### src/rtl/count_run_ctrl.sv
// count_run_ctrl: run controller for the lab counter datapath.
// A run is started with a target value and a direction. The counter then steps
// by one every HOLD_CYCLES clocks until it reaches the target. A run can be
// paused, resumed or aborted.
// Ports:
//   clk     - system clock, rising edge
//   reset   - asynchronous active-low reset
//   start   - run request, sampled only in IDLE
//   dir     - step direction latched on start (1 = up, 0 = down)
//   target  - end value latched on start
//   pause   - level, holds the run while high
//   abort   - level, cancels the run
//   count   - current counter value (registered)
//   busy    - high in RUN and PAUSE (registered)
//   done    - one-cycle pulse when a run completes (registered)
//   wrap    - one-cycle pulse on a modulo step (registered)
module count_run_ctrl #(
    parameter int unsigned WIDTH       = 3,
    parameter int unsigned HOLD_CYCLES = 2
) (
    input  logic             clk,
    input  logic             reset,
    input  logic             start,
    input  logic             dir,
    input  logic [WIDTH-1:0] target,
    input  logic             pause,
    input  logic             abort,
    output logic [WIDTH-1:0] count,
    output logic             busy,
    output logic             done,
    output logic             wrap
);

    localparam int unsigned PW = 8;
    localparam logic [PW-1:0]    PRE_LAST = PW'(HOLD_CYCLES - 1);
    localparam logic [WIDTH-1:0] CNT_MAX  = '1;

    localparam logic [1:0] S_IDLE  = 2'd0;
    localparam logic [1:0] S_RUN   = 2'd1;
    localparam logic [1:0] S_PAUSE = 2'd2;
    localparam logic [1:0] S_DONE  = 2'd3;

    logic [1:0]       state,     state_n;
    logic [PW-1:0]    prescaler, prescaler_n;
    logic             dir_q,     dir_n;
    logic [WIDTH-1:0] target_q,  target_n;
    logic [WIDTH-1:0] count_n;
    logic             busy_n, done_n, wrap_n;

    logic             advance_c;
    logic [WIDTH-1:0] step_val_c;
    logic             step_wrap_c;

    // Next counter value and boundary crossing for the latched direction.
    always_comb begin
        step_val_c  = dir_q ? WIDTH'(count + WIDTH'(1)) : WIDTH'(count - WIDTH'(1));
        step_wrap_c = dir_q ? (count == CNT_MAX) : (count == '0);
    end

    // State register and registered outputs.
    always_ff @(posedge clk or negedge reset) begin
        if (!reset) begin
            state     <= S_IDLE;
            count     <= '0;
            prescaler <= '0;
            dir_q     <= 1'b1;
            target_q  <= '0;
            busy      <= 1'b0;
            done      <= 1'b0;
            wrap      <= 1'b0;
        end else begin
            state     <= state_n;
            count     <= count_n;
            prescaler <= prescaler_n;
            dir_q     <= dir_n;
            target_q  <= target_n;
            busy      <= busy_n;
            done      <= done_n;
            wrap      <= wrap_n;
        end
    end

    // Next-state and next-output logic.
    always_comb begin
        state_n     = state;
        count_n     = count;
        prescaler_n = prescaler;
        dir_n       = dir_q;
        target_n    = target_q;
        busy_n      = busy;
        done_n      = 1'b0;
        wrap_n      = 1'b0;
        advance_c   = 1'b0;

        case (state)
            S_IDLE: begin
                busy_n = 1'b0;
                if (start) begin
                    dir_n       = dir;
                    target_n    = target;
                    prescaler_n = '0;
                    if (target == count) begin
                        state_n = S_DONE;
                        done_n  = 1'b1;
                    end else begin
                        state_n = S_RUN;
                        busy_n  = 1'b1;
                    end
                end
            end
            S_RUN: begin
                if (abort) begin
                    state_n = S_IDLE;
                    busy_n  = 1'b0;
                end else if (pause) begin
                    state_n = S_PAUSE;
                end else begin
                    advance_c = 1'b1;
                end
            end
            S_PAUSE: begin
                // The resume edge does the work of a normal RUN edge, so a
                // pause costs exactly the number of clocks pause was high.
                if (abort) begin
                    state_n = S_IDLE;
                    busy_n  = 1'b0;
                end else if (!pause) begin
                    state_n   = S_RUN;
                    advance_c = 1'b1;
                end
            end
            default: begin
                state_n = S_IDLE;
                busy_n  = 1'b0;
            end
        endcase

        // Prescaler tick / counter step.
        if (advance_c) begin
            if (prescaler == PRE_LAST) begin
                prescaler_n = '0;
                count_n     = step_val_c;
                wrap_n      = step_wrap_c;
                if (step_val_c == target_q) begin
                    state_n = S_DONE;
                    busy_n  = 1'b0;
                    done_n  = 1'b1;
                end
            end else begin
                prescaler_n = PW'(prescaler + PW'(1));
            end
        end
    end

endmodule
### config.mk
export PLATFORM = sky130hd
export DESIGN_NAME = count_run_ctrl
export DESIGN_NICKNAME = d
export VERILOG_FILES = /design/src/rtl/count_run_ctrl.sv
export SDC_FILE = /design/constraint.sdc
export NUM_CORES = 1
export LEC_CHECK = 0
export CAP_MARGIN = 20
export CORE_MARGIN = 2
export CORE_UTILIZATION = 30
export DETAILED_ROUTE_END_ITERATION = 10
export GPL_TIMING_DRIVEN = 0
export SLEW_MARGIN = 20
export SYNTH_ARGS = -nofsm -noshare
export SYNTH_HDL_FRONTEND = slang
export SYNTH_SLANG_ARGS = --single-unit
### constraint.sdc
create_clock -name clk -period 3.75 [get_ports clk]
set_input_delay 0.5625 -clock clk [delete_from_list [all_inputs] [get_ports clk]]
set_output_delay 0.5625 -clock clk [all_outputs]
set_load 0.005 [all_outputs]
==> flow_summary_export.csv <==
group,metric,value,unit
logic_synthesis,synthXorXnorAreaFrac,8.99,%
cells_and_area,nNetsFinal,147,
global_route,grt_pass1_wl,3.90,mm
setup_path,endpoint_kind,"register",
logic_synthesis,yosysWarnings,0,
cells_and_area,drive_above_1_share,12.3,%
logic_synthesis,synthSimpleGateAreaFrac,17.5,%
place,dp_slack,1240,ps
global_route,track_usage,11.4,%
cells_and_area,diodes,0,
global_route,grt_most_used_layer,"met2",
global_route,grt_max_degree,21,
clock_network,ctsResizeCount,0,
setup_path,cp.arrival,2400,ps
cells_and_area,seqCellArea,502,um^2
logic_synthesis,synth.avg_cell_area,10.4,um^2
worst_hold_path,holdCritStartpoint,"target_q[2]",
global_route,antenna_found_initial,0,
setup_path,setup.worst_path.start,"pause",
clock_network,cts-buffers-inserted,3,
global_route,grt_pass1_vias,893,
clock_network,worstSkewPairLatency,260,ps
sta,final.setup.worst_slack,1500,ps
setup_path,path_cells,"clkdlybuf4s50_1 > nor3b_1 > nand3_2 > or4_4 > and3b_1",
drt,routedWlPerCell,12.5,um
cells_and_area,multiInputGateArea,626,um^2
setup_path,worstSetupPathType,"in2reg",
setup_path,startpoint_type,"input port",
floorplanning,rows,22,
outcome,status,"complete, no violations",
clock_network,post_cts_buffers,0,
sta,worst-slew-pin-transition,891,ps
sta,setup_tns,0,ps
sta,rsz0062_at_grt,"false",
floorplanning,start_util,31.4,%
logic_synthesis,synth.cell_area,0.00117,mm^2
worst_hold_path,hold_class,"reg2reg",
drt,finalWirelength,2.23,mm
cells_and_area,synthToLayoutAreaGrowth,21.8,%
setup_path,critPathMaxFanout,6,
logic_synthesis,synth_edf_count,0,
drt,via_count,895,
global_route,met2_usage,19.5,%
logic_synthesis,yosysUniqueCellTypes,37,
setup_path,path_buf_inv,1,
worst_hold_path,hold_depth,1,
logic_synthesis,synth_top_family_by_area,"simple AND/OR/NAND/NOR gates",
place,place_congestion,0.821,
sta,setup_viol,0,
clock_network,clock_path_buffers,2,
logic_synthesis,yosys-mux-area-fraction,5.57,%
setup_path,max_stage_delay,590,ps
clock_network,cts_tree,"yes",
setup_path,worst-r2r-setup-slack,1510,ps
global_route,grt_overflow,0,
floorplanning,die_y,66.4,um
clock_network,cts_root_buf,"clkbuf_8",
clock_network,cts-htree-levels,1,
clock_network,cts_hold_buf,0,
place,dp_hpwl,1.70,mm
place,port_buffers,14,
sta,fmax,0.444,GHz
floorplanning,die_x,66.4,um
global_route,met1_usage,14.1,%
sta,hold_viol_final,0,
job,drv_cap,0,
logic_synthesis,synth_compound_area_share,13.4,%
drt,drt_iter0_markers,31,
logic_synthesis,synth-seq-cells,20,
clock_network,clk_pin_slew_worst_paths,70,ps
sta,max_slew_margin,40.4,%
sta,period_share,60.0,%
drt,dr.pass1.iters,4,
pwr,vdd_drop_max,0.172,mV
pwr,leakagePower,0.589,nW
sta,slew_viol_final,0,
logic_synthesis,syn_inst,112,
floorplanning,die-area,0.00441,mm^2
setup_path,required,3900,ps
logic_synthesis,yosys.area_share.adder,8.14,%
setup_path,r2r-end,"busy",
setup_path,rr_startpoint,"count[0]",
logic_synthesis,synth_fp_nets,128,
floorplanning,ioPinCount,15,
worst_hold_path,holdPathEnd,"target_q[2]",
sta,min_period,2250,ps
pwr,cellPowerDensity,663,mW/mm^2
cells_and_area,fillers,364,
logic_synthesis,synth_ff_type,"dfrtp_1",
setup_path,crit_cells,5,
drt,ant_nets,0,
floorplanning,core_area,0.00372,mm^2
drt,drc,0,
sta,fin_skew,1.81,ps
drt,viasPerCell,5.03,
global_route,use_met3,1.53,%
setup_path,r2r_cells,7,
logic_synthesis,synthArstFlopShare,100,%
clock_network,cts_num_sinks,20,
setup_path,cpLargestDelayFamily,"simple AND/OR/NAND/NOR gates",
setup_path,crit_slowest_cell,"or4_4",
logic_synthesis,seq_area_frac_synth,42.9,%
[logic make-up (layout without fill, tap and decap cells)]
kind of cell / count (synthesis) / count (layout)
simple gates: 31 / 31
compound gates: 25 / 25
xor+xnor: 12 / 12
buf+inv: 11 / 29
mux: 6 / 6
flops: 20 / 20
fa+ha+maj: 7 / 7
[layout by cell type, fill, tap and decap left out, drive strengths merged]
cell type	Yosys	final
o21ai	11	11
nand3b	2	2
o21ba	1	1
dfrtp	19	19
a211o	1	1
nand3	6	6
ha	6	6
nand4	4	4
mux2	4	4
nor4	2	2
a31oi	2	2
clkdlybuf4s50	0	14
a21oi	4	4
o22ai	1	1
or3b	1	1
and3b	1	1
a21o	2	2
or4	2	2
o311ai	1	1
o2bb2ai	1	1
nor3	1	1
xor2	6	6
mux2i	2	2
nor2	3	3
nand2	6	6
xnor2	6	6
inv	9	9
fa	1	1
dfstp	1	1
clkbuf	2	6
nor3b	2	2
and2	1	1
o311a	1	1
[synthesized netlist by cell type (2+ instances only)]
master,count,area [um^2]
dfrtp_1,19,475
o21ai_0,11,55.1
inv_1,9,33.8
ha_1,6,75.1
nand2_1,6,22.5
xnor2_1,6,52.6
xor2_1,6,52.6
nand3_1,5,25.0
a21oi_1,4,20.0
mux2_2,4,45.0
nand4_1,4,25.0
nor2_1,3,11.3
a31oi_1,2,12.5
clkbuf_1,2,7.51
mux2i_1,2,20.0
nand3b_1,2,15.0
[per-layer routing]
metal / vias to the layer above / wire, um
met2: 21 / 1130
met3: 4 / 57
met4: 0 / 45
met5: - / 0
li1: 434 / -
met1: 436 / 1000
[metrics by stage]
stage                     utilization, %  power, mW  area (um^2)  hold slack [ps]  instances
after floorplan                        -      0.654         1170              267        112
after global placement              36.8      0.777         1370              516        174
after detailed placement            36.8      0.790         1370              517        174
after CTS                           38.3      0.956         1420              535        178
after global routing                38.3       1.03         1420              546        178
final                               38.3      0.944         1420              530        178
[power by group]
group          leakage [nW]  total (mW)  switching [mW]  internal [mW]
clock network        0.0288       0.164          0.0706         0.0934
registers             0.260       0.355          0.0710          0.284
logic                 0.300       0.424           0.204          0.220
total                 0.589       0.944           0.346          0.598
[sequential cells by signal, summed over array words and instances (netlist names)]
signal,count
busy,1
count,3
dir_q,1
done,1
prescaler,8
state,2
target_q,3
wrap,1
[layout make-up]
| type | instances | area share (%) |
|---|---|---|
| Sequential cell | 20 | 35.2 |
| Clock buffer | 4 | 3.87 |
| Multi-Input combinational cell | 81 | 43.9 |
| Inverter | 9 | 2.37 |
| Timing Repair Buffer | 14 | 9.84 |
| Buffer | 2 | 0.527 |
| Tap cell | 48 | 4.22 |
[how the worst max path moves through the flow]
stage / to / slack (ps)
2_1_floorplan: busy / 1650
3_3_place_gp: busy / 1250
3_5_place_dp: busy / 1240
4_1_cts: busy / 1500
5_1_grt: busy / 1340
6_report: busy / 1500
No activity file was read; power rests on OpenSTA's default activity.
